### config.mk
export PLATFORM = sky130hd
export DESIGN_NAME = bop_round_ctrl_flat
export DESIGN_NICKNAME = d
export VERILOG_FILES = /design/src/rtl/bop_round_if.sv /design/src/rtl/bop_round_ctrl.sv /design/src/flat_wrapper.sv
export SDC_FILE = /design/constraint.sdc
export NUM_CORES = 1
export LEC_CHECK = 0
export ABC_AREA = 1
export CAP_MARGIN = 20
export CORE_UTILIZATION = 43
export CTS_CLUSTER_DIAMETER = 150
export CTS_CLUSTER_SIZE = 25
export DETAILED_ROUTE_END_ITERATION = 12
export MAX_ROUTING_LAYER = met4
export PLACE_DENSITY = 0.74
export SYNTH_ARGS = -nofsm -noshare
export SYNTH_HDL_FRONTEND = slang
export SYNTH_SLANG_ARGS = --single-unit
export TNS_END_PERCENT = 30
### constraint.sdc
create_clock -name clk -period 1.92 [get_ports clk]
set_input_delay 0.192 -clock clk [delete_from_list [all_inputs] [get_ports clk]]
set_output_delay 0.192 -clock clk [all_outputs]
set_load 0.005 [all_outputs]
### src/rtl/bop_round_if.sv
// Reaction-game round controller bus: game inputs and player-facing outputs.
// The master drives tick/start/cmd_in/btn; the controller drives the rest.
interface bop_round_if;
  logic       tick;
  logic       start;
  logic [1:0] cmd_in;
  logic [3:0] btn;
  logic [3:0] prompt;
  logic [3:0] time_left;
  logic [7:0] score;
  logic       game_over;
  logic       busy;

  modport master (
    output tick, start, cmd_in, btn,
    input  prompt, time_left, score, game_over, busy
  );

  modport slave (
    input  tick, start, cmd_in, btn,
    output prompt, time_left, score, game_over, busy
  );
endinterface

### src/rtl/bop_round_ctrl.sv
// Bop-it style round controller: prompts a button, times the response
// window, scores hits and shrinks the window as the score climbs.
module bop_round_ctrl #(
  parameter int unsigned WINDOW_INIT  = 8,
  parameter int unsigned WINDOW_MIN   = 2,
  parameter int unsigned SHRINK_EVERY = 4
) (
  input  logic        clk,
  input  logic        rst_n,
  bop_round_if.slave  io
);

  typedef enum logic [1:0] {
    IDLE,
    PROMPT,
    RELEASE,
    OVER
  } state_e;

  localparam logic [3:0] WIN_INIT = 4'(WINDOW_INIT);
  localparam logic [3:0] WIN_MIN  = 4'(WINDOW_MIN);
  localparam logic [7:0] SH_MASK  = 8'(SHRINK_EVERY - 1);

  state_e     state_q;
  logic [3:0] s1_q, s2_q, s3_q;
  logic [1:0] cmd_q;
  logic [3:0] win_q;
  logic [3:0] tl_q;
  logic [7:0] score_q;

  logic [3:0] press;
  logic [3:0] onehot;
  logic [7:0] score_d;
  logic [3:0] win_d;
  logic       shrink;

  always_ff @(posedge clk or negedge rst_n) begin
    if (!rst_n) begin
      s1_q <= '0;
      s2_q <= '0;
      s3_q <= '0;
    end else begin
      s1_q <= io.btn;
      s2_q <= s1_q;
      s3_q <= s2_q;
    end
  end

  always_comb begin
    press   = s2_q & ~s3_q;
    onehot  = 4'b0001 << cmd_q;
    score_d = (score_q == 8'hFF) ? score_q : score_q + 8'd1;
    shrink  = (score_d & SH_MASK) == 8'd0;
    win_d   = (win_q > WIN_MIN) ? win_q - 4'd1 : WIN_MIN;
  end

  // A hit takes priority over a same-cycle tick, so the last tick never
  // steals a correct press.
  always_ff @(posedge clk or negedge rst_n) begin
    if (!rst_n) begin
      state_q <= IDLE;
      cmd_q   <= '0;
      tl_q    <= '0;
      win_q   <= WIN_INIT;
      score_q <= '0;
    end else begin
      unique case (state_q)
        IDLE, OVER: begin
          if (io.start) begin
            score_q <= '0;
            win_q   <= WIN_INIT;
            tl_q    <= WIN_INIT;
            cmd_q   <= io.cmd_in;
            state_q <= PROMPT;
          end
        end
        PROMPT: begin
          if (press == onehot) begin
            score_q <= score_d;
            if (shrink) win_q <= win_d;
            state_q <= RELEASE;
          end else if (press != 4'b0000) begin
            state_q <= OVER;
          end else if (io.tick) begin
            if (tl_q == 4'd1) begin
              tl_q    <= '0;
              state_q <= OVER;
            end else begin
              tl_q <= tl_q - 4'd1;
            end
          end
        end
        RELEASE: begin
          if (s2_q == 4'b0000) begin
            cmd_q   <= io.cmd_in;
            tl_q    <= win_q;
            state_q <= PROMPT;
          end
        end
        default: state_q <= IDLE;
      endcase
    end
  end

  assign io.prompt    = (state_q == PROMPT) ? onehot : 4'b0000;
  assign io.time_left = tl_q;
  assign io.score     = score_q;
  assign io.game_over = (state_q == OVER);
  assign io.busy      = (state_q == PROMPT) || (state_q == RELEASE);

endmodule

### src/flat_wrapper.sv
// flat-port wrapper written by rule: the top's interface ports become plain ports
module bop_round_ctrl_flat 
#(
  parameter int unsigned WINDOW_INIT  = 8,
  parameter int unsigned WINDOW_MIN   = 2,
  parameter int unsigned SHRINK_EVERY = 4
)
  (clk, rst_n, io_tick, io_start, io_cmd_in, io_btn, io_prompt, io_time_left, io_score, io_game_over, io_busy);
  bop_round_if io_i ();
  input  logic clk;
  input  logic rst_n;
  input wire logic [$bits(io_i.tick)-1:0] io_tick;
  input wire logic [$bits(io_i.start)-1:0] io_start;
  input wire logic [$bits(io_i.cmd_in)-1:0] io_cmd_in;
  input wire logic [$bits(io_i.btn)-1:0] io_btn;
  output wire logic [$bits(io_i.prompt)-1:0] io_prompt;
  output wire logic [$bits(io_i.time_left)-1:0] io_time_left;
  output wire logic [$bits(io_i.score)-1:0] io_score;
  output wire logic [$bits(io_i.game_over)-1:0] io_game_over;
  output wire logic [$bits(io_i.busy)-1:0] io_busy;
  assign io_i.tick = io_tick;
  assign io_i.start = io_start;
  assign io_i.cmd_in = io_cmd_in;
  assign io_i.btn = io_btn;
  assign io_prompt = io_i.prompt;
  assign io_time_left = io_i.time_left;
  assign io_score = io_i.score;
  assign io_game_over = io_i.game_over;
  assign io_busy = io_i.busy;
  bop_round_ctrl #(.WINDOW_INIT(WINDOW_INIT), .WINDOW_MIN(WINDOW_MIN), .SHRINK_EVERY(SHRINK_EVERY)) u_core (.clk(clk), .rst_n(rst_n), .io(io_i));
endmodule
==> impl_metrics.ini <==
[yosys]
post_synth.cell_area_avg_um2 = 7.767
syn_nets = 264
synth_area_leaders = dfrtp_1 41%, nand2_1 14%, nor2_1 5.9%, inv_1 5.3%, ha_1 5.2%
synth.top_cell.area_share_pct = 40.60
synth_seq_area_share_pct = 41.98
synth_warnings = 0
yosys_register_bits = 32
yosys.area.top_type = dfrtp_1
syn_inst = 246
synth-xor-area-share_pct = 1.375
synthAdderAreaFrac_pct = 5.239
synth_compound_area_share_pct = 6.418
synth_top_family_by_area = simple AND/OR/NAND/NOR gates
synthMuxAreaShare_pct = 0
synth.cell_area_um2 = 1911
ys_types = 29
synth-simple-area-share_pct = 37.00

[routing]
met2_length_um = 1793
wl_met1_um = 1961
wirelength_um = 3954
vias = 1652
ant_nets = 0
dr_wl_met3_um = 161
first_iter_violations = 82
drt_first_pass_iters = 4
remaining_drc_errors = 0
top_layer_used = met4
vias_per_cell = 4.961
routedWlPerCell_um = 11.87

[clock_network]
clock_latency_ns = 0.29
cts_setup_buffers = 0
cts_max_level = 2
clkSinkCount = 32
path_clk_slew_ns = 0.07
cts_tree = yes
cts_buffer_depth = 2
clockRootBuffer = clkbuf_8
cts-buffers-inserted = 5
cts_hold_buffers = 0
post_cts_resized = 5

[setup_path]
start_kind = flop
path_cells = inv_1 > ha_4 > inv_4 > nor2_1 > clkdlybuf4s50_1
r2r_setup_slack_ns = 0.15
cp.arrival_ns = 1.65
critical-path-max-stage-delay_ns = 0.50
endpoint_kind = output pin
cp_max_fo = 9
worst_ep_required_time_ns = 1.73
rr_endpoint = u_core.io.time_left[0]
slowest_stage = clkdlybuf4s50_1
r2r_start = u_core.state_q[0]
critical_path_class = flop to output pin
r2r_cells = 8

[power_and_ir_drop]
leakagePower_nw = 1.185
ir_drop_v = 0.0006780
finalPower_mw = 3.559
power_frac_seq_pct = 27.7
power_density_nw_per_um2 = 1494
power.share.clock_pct = 17.9
swShare_pct = 43.55
comb_power_share_pct = 54.4
p_int_mw = 2.009
p_switching_mw = 1.550

[floorplan]
fp-row-count = 23
floorplan.core_area_um2 = 4144
dieWidth_um = 68.66
start_util_pct = 46.11
io_pins = 28
fp.dieH_um = 68.66
die_area_um2 = 4714

[layout]
finalNetCount = 300
instances_no_fill = 333
drive_above_1_share_pct = 12.72
fin_area_um2 = 2382
area_delta_synth_final_pct = 24.69
diodes = 0

[min_path]
hold_class = input port to async pin

[run_status]
status = finished clean

[sta]
setup_viol = 0
holdWs_ns = 0.3054
max-slew-margin-rel_pct = 73.37
rsz0062_at_grt = yes
finalCritPeriodShare_pct = 95.90
hold_viol_final = 0
fin_ws_ns = 0.07864
worstMarginPinSlew_ns = 0.3994
final_max_slew_viol_count = 0
fin_skew_ns = 0.009626
max_freq_mhz = 543.1
min_period_ns = 1.841

[placement]
placed_cell_area_um2 = 2248
placed_cells = 325
dpl.hpwl_um = 2853
preCtsSetupSlack_ns = 0.09222
port_buffers = 27
gp_congestion = 0.8519

[grt]
grt_overflow = 0
grt_pass1_vias = 1496
grt_max_degree = 33
grtUsageTotal_pct = 19.70
antenna_found_initial = 0
grt_pass1_wl_um = 6568

[run]
maxCapViolCount = 0
[how the worst max path moves through the flow]
stage | start | end | slack (ns)
2_1_floorplan | u_core.state_q[0] | u_core.io.time_left[0] | 0.26
3_3_place_gp | u_core.state_q[0] | u_core.io.time_left[2] | 0.18
3_5_place_dp | u_core.state_q[0] | u_core.io.time_left[3] | 0.09
4_1_cts | u_core.state_q[1] | io_prompt[1] | 0.02
5_1_grt | u_core.state_q[0] | u_core.io.time_left[3] | -0.02
6_report | u_core.state_q[1] | io_prompt[3] | 0.08
[final cells by class]
type                       instances  area [µm²]
inverter                          30       117.6
multi-input combinational        180       973.4
timing repair buffer              33       319.1
sequential                        32       802.0
clock buffer                       6       72.57
tap                               50       62.56
clock inverter                     2       35.03
fill                             399        1762
[registers in the layout, summed over array words and instances, names as in the netlist]
signal               count
u_core.s3_q              4
u_core.io.score          8
u_core.win_q             4
u_core.cmd_q             2
u_core.s1_q              4
u_core.state_q           2
u_core.s2_q              4
u_core.io.time_left      4
[synthesized netlist by cell type, drive strengths merged]
master	instances
a2bb2oi	1
nor2	34
xor2	2
ha	8
o31ai	1
nand4	13
nand2	79
nor3b	1
o21ai	13
inv	30
nand3b	1
nor3	3
nand3	17
buf	2
dfrtp	31
a21oi	6
dfstp	1
clkbuf	2
xnor2	1
[logic make-up after synthesis]
family	Yosys count
simple gates	148
buf+inv	34
flops	32
compound gates	21
fa+ha+maj	8
xor+xnor	3
[cells in the final DEF (no fill, tap or decap), drive strengths merged, types with 2 or more instances in the layout]
| cell | Yosys | final |
|---|---|---|
| nand3 | 17 | 17 |
| nor2 | 34 | 34 |
| clkdlybuf4s50 | 0 | 24 |
| buf | 2 | 6 |
| dlymetal6s2s | 0 | 2 |
| nand2 | 79 | 79 |
| xor2 | 2 | 2 |
| o21ai | 13 | 13 |
| nand4 | 13 | 13 |
| a21oi | 6 | 6 |
| inv | 30 | 30 |
| clkbuf | 2 | 6 |
| dfrtp | 31 | 31 |
| nor3 | 3 | 3 |
| ha | 8 | 8 |
[per-layer routing]
metal | up-vias | track usage, %
met5 | - | -
met4 | 0 | 7.813
met3 | 4 | 4.934
met2 | 34 | 30.88
met1 | 752 | 24.23
li1 | 862 | -
[power by group through the flow]
stage / Combinational, mW / Sequential (mW) / Clock, mW
after detailed placement: 1.88 / 0.991 / 0
after global placement: 1.85 / 0.982 / 0
after CTS: 1.92 / 0.981 / 0.657
after floorplan: 1.37 / 0.959 / 0
final: 1.94 / 0.988 / 0.636
after global routing: 2.19 / 1.01 / 0.679
[stage by stage]
stage	setup TNS (ns)	utilization, %
floorplan	0	-
global placement	0	54.26
detailed placement	0	54.26
CTS	0	57.00
global route	-0.01793	57.49
finish	0	57.49
[critical path, delay by kind of cell (launching register included)]
family        cells  cell delay [ns]
flops             1             0.41
fa+ha+maj         1             0.16
buf+inv           3             0.68
simple gates      1             0.11
No activity file was read; power rests on OpenSTA's default activity.
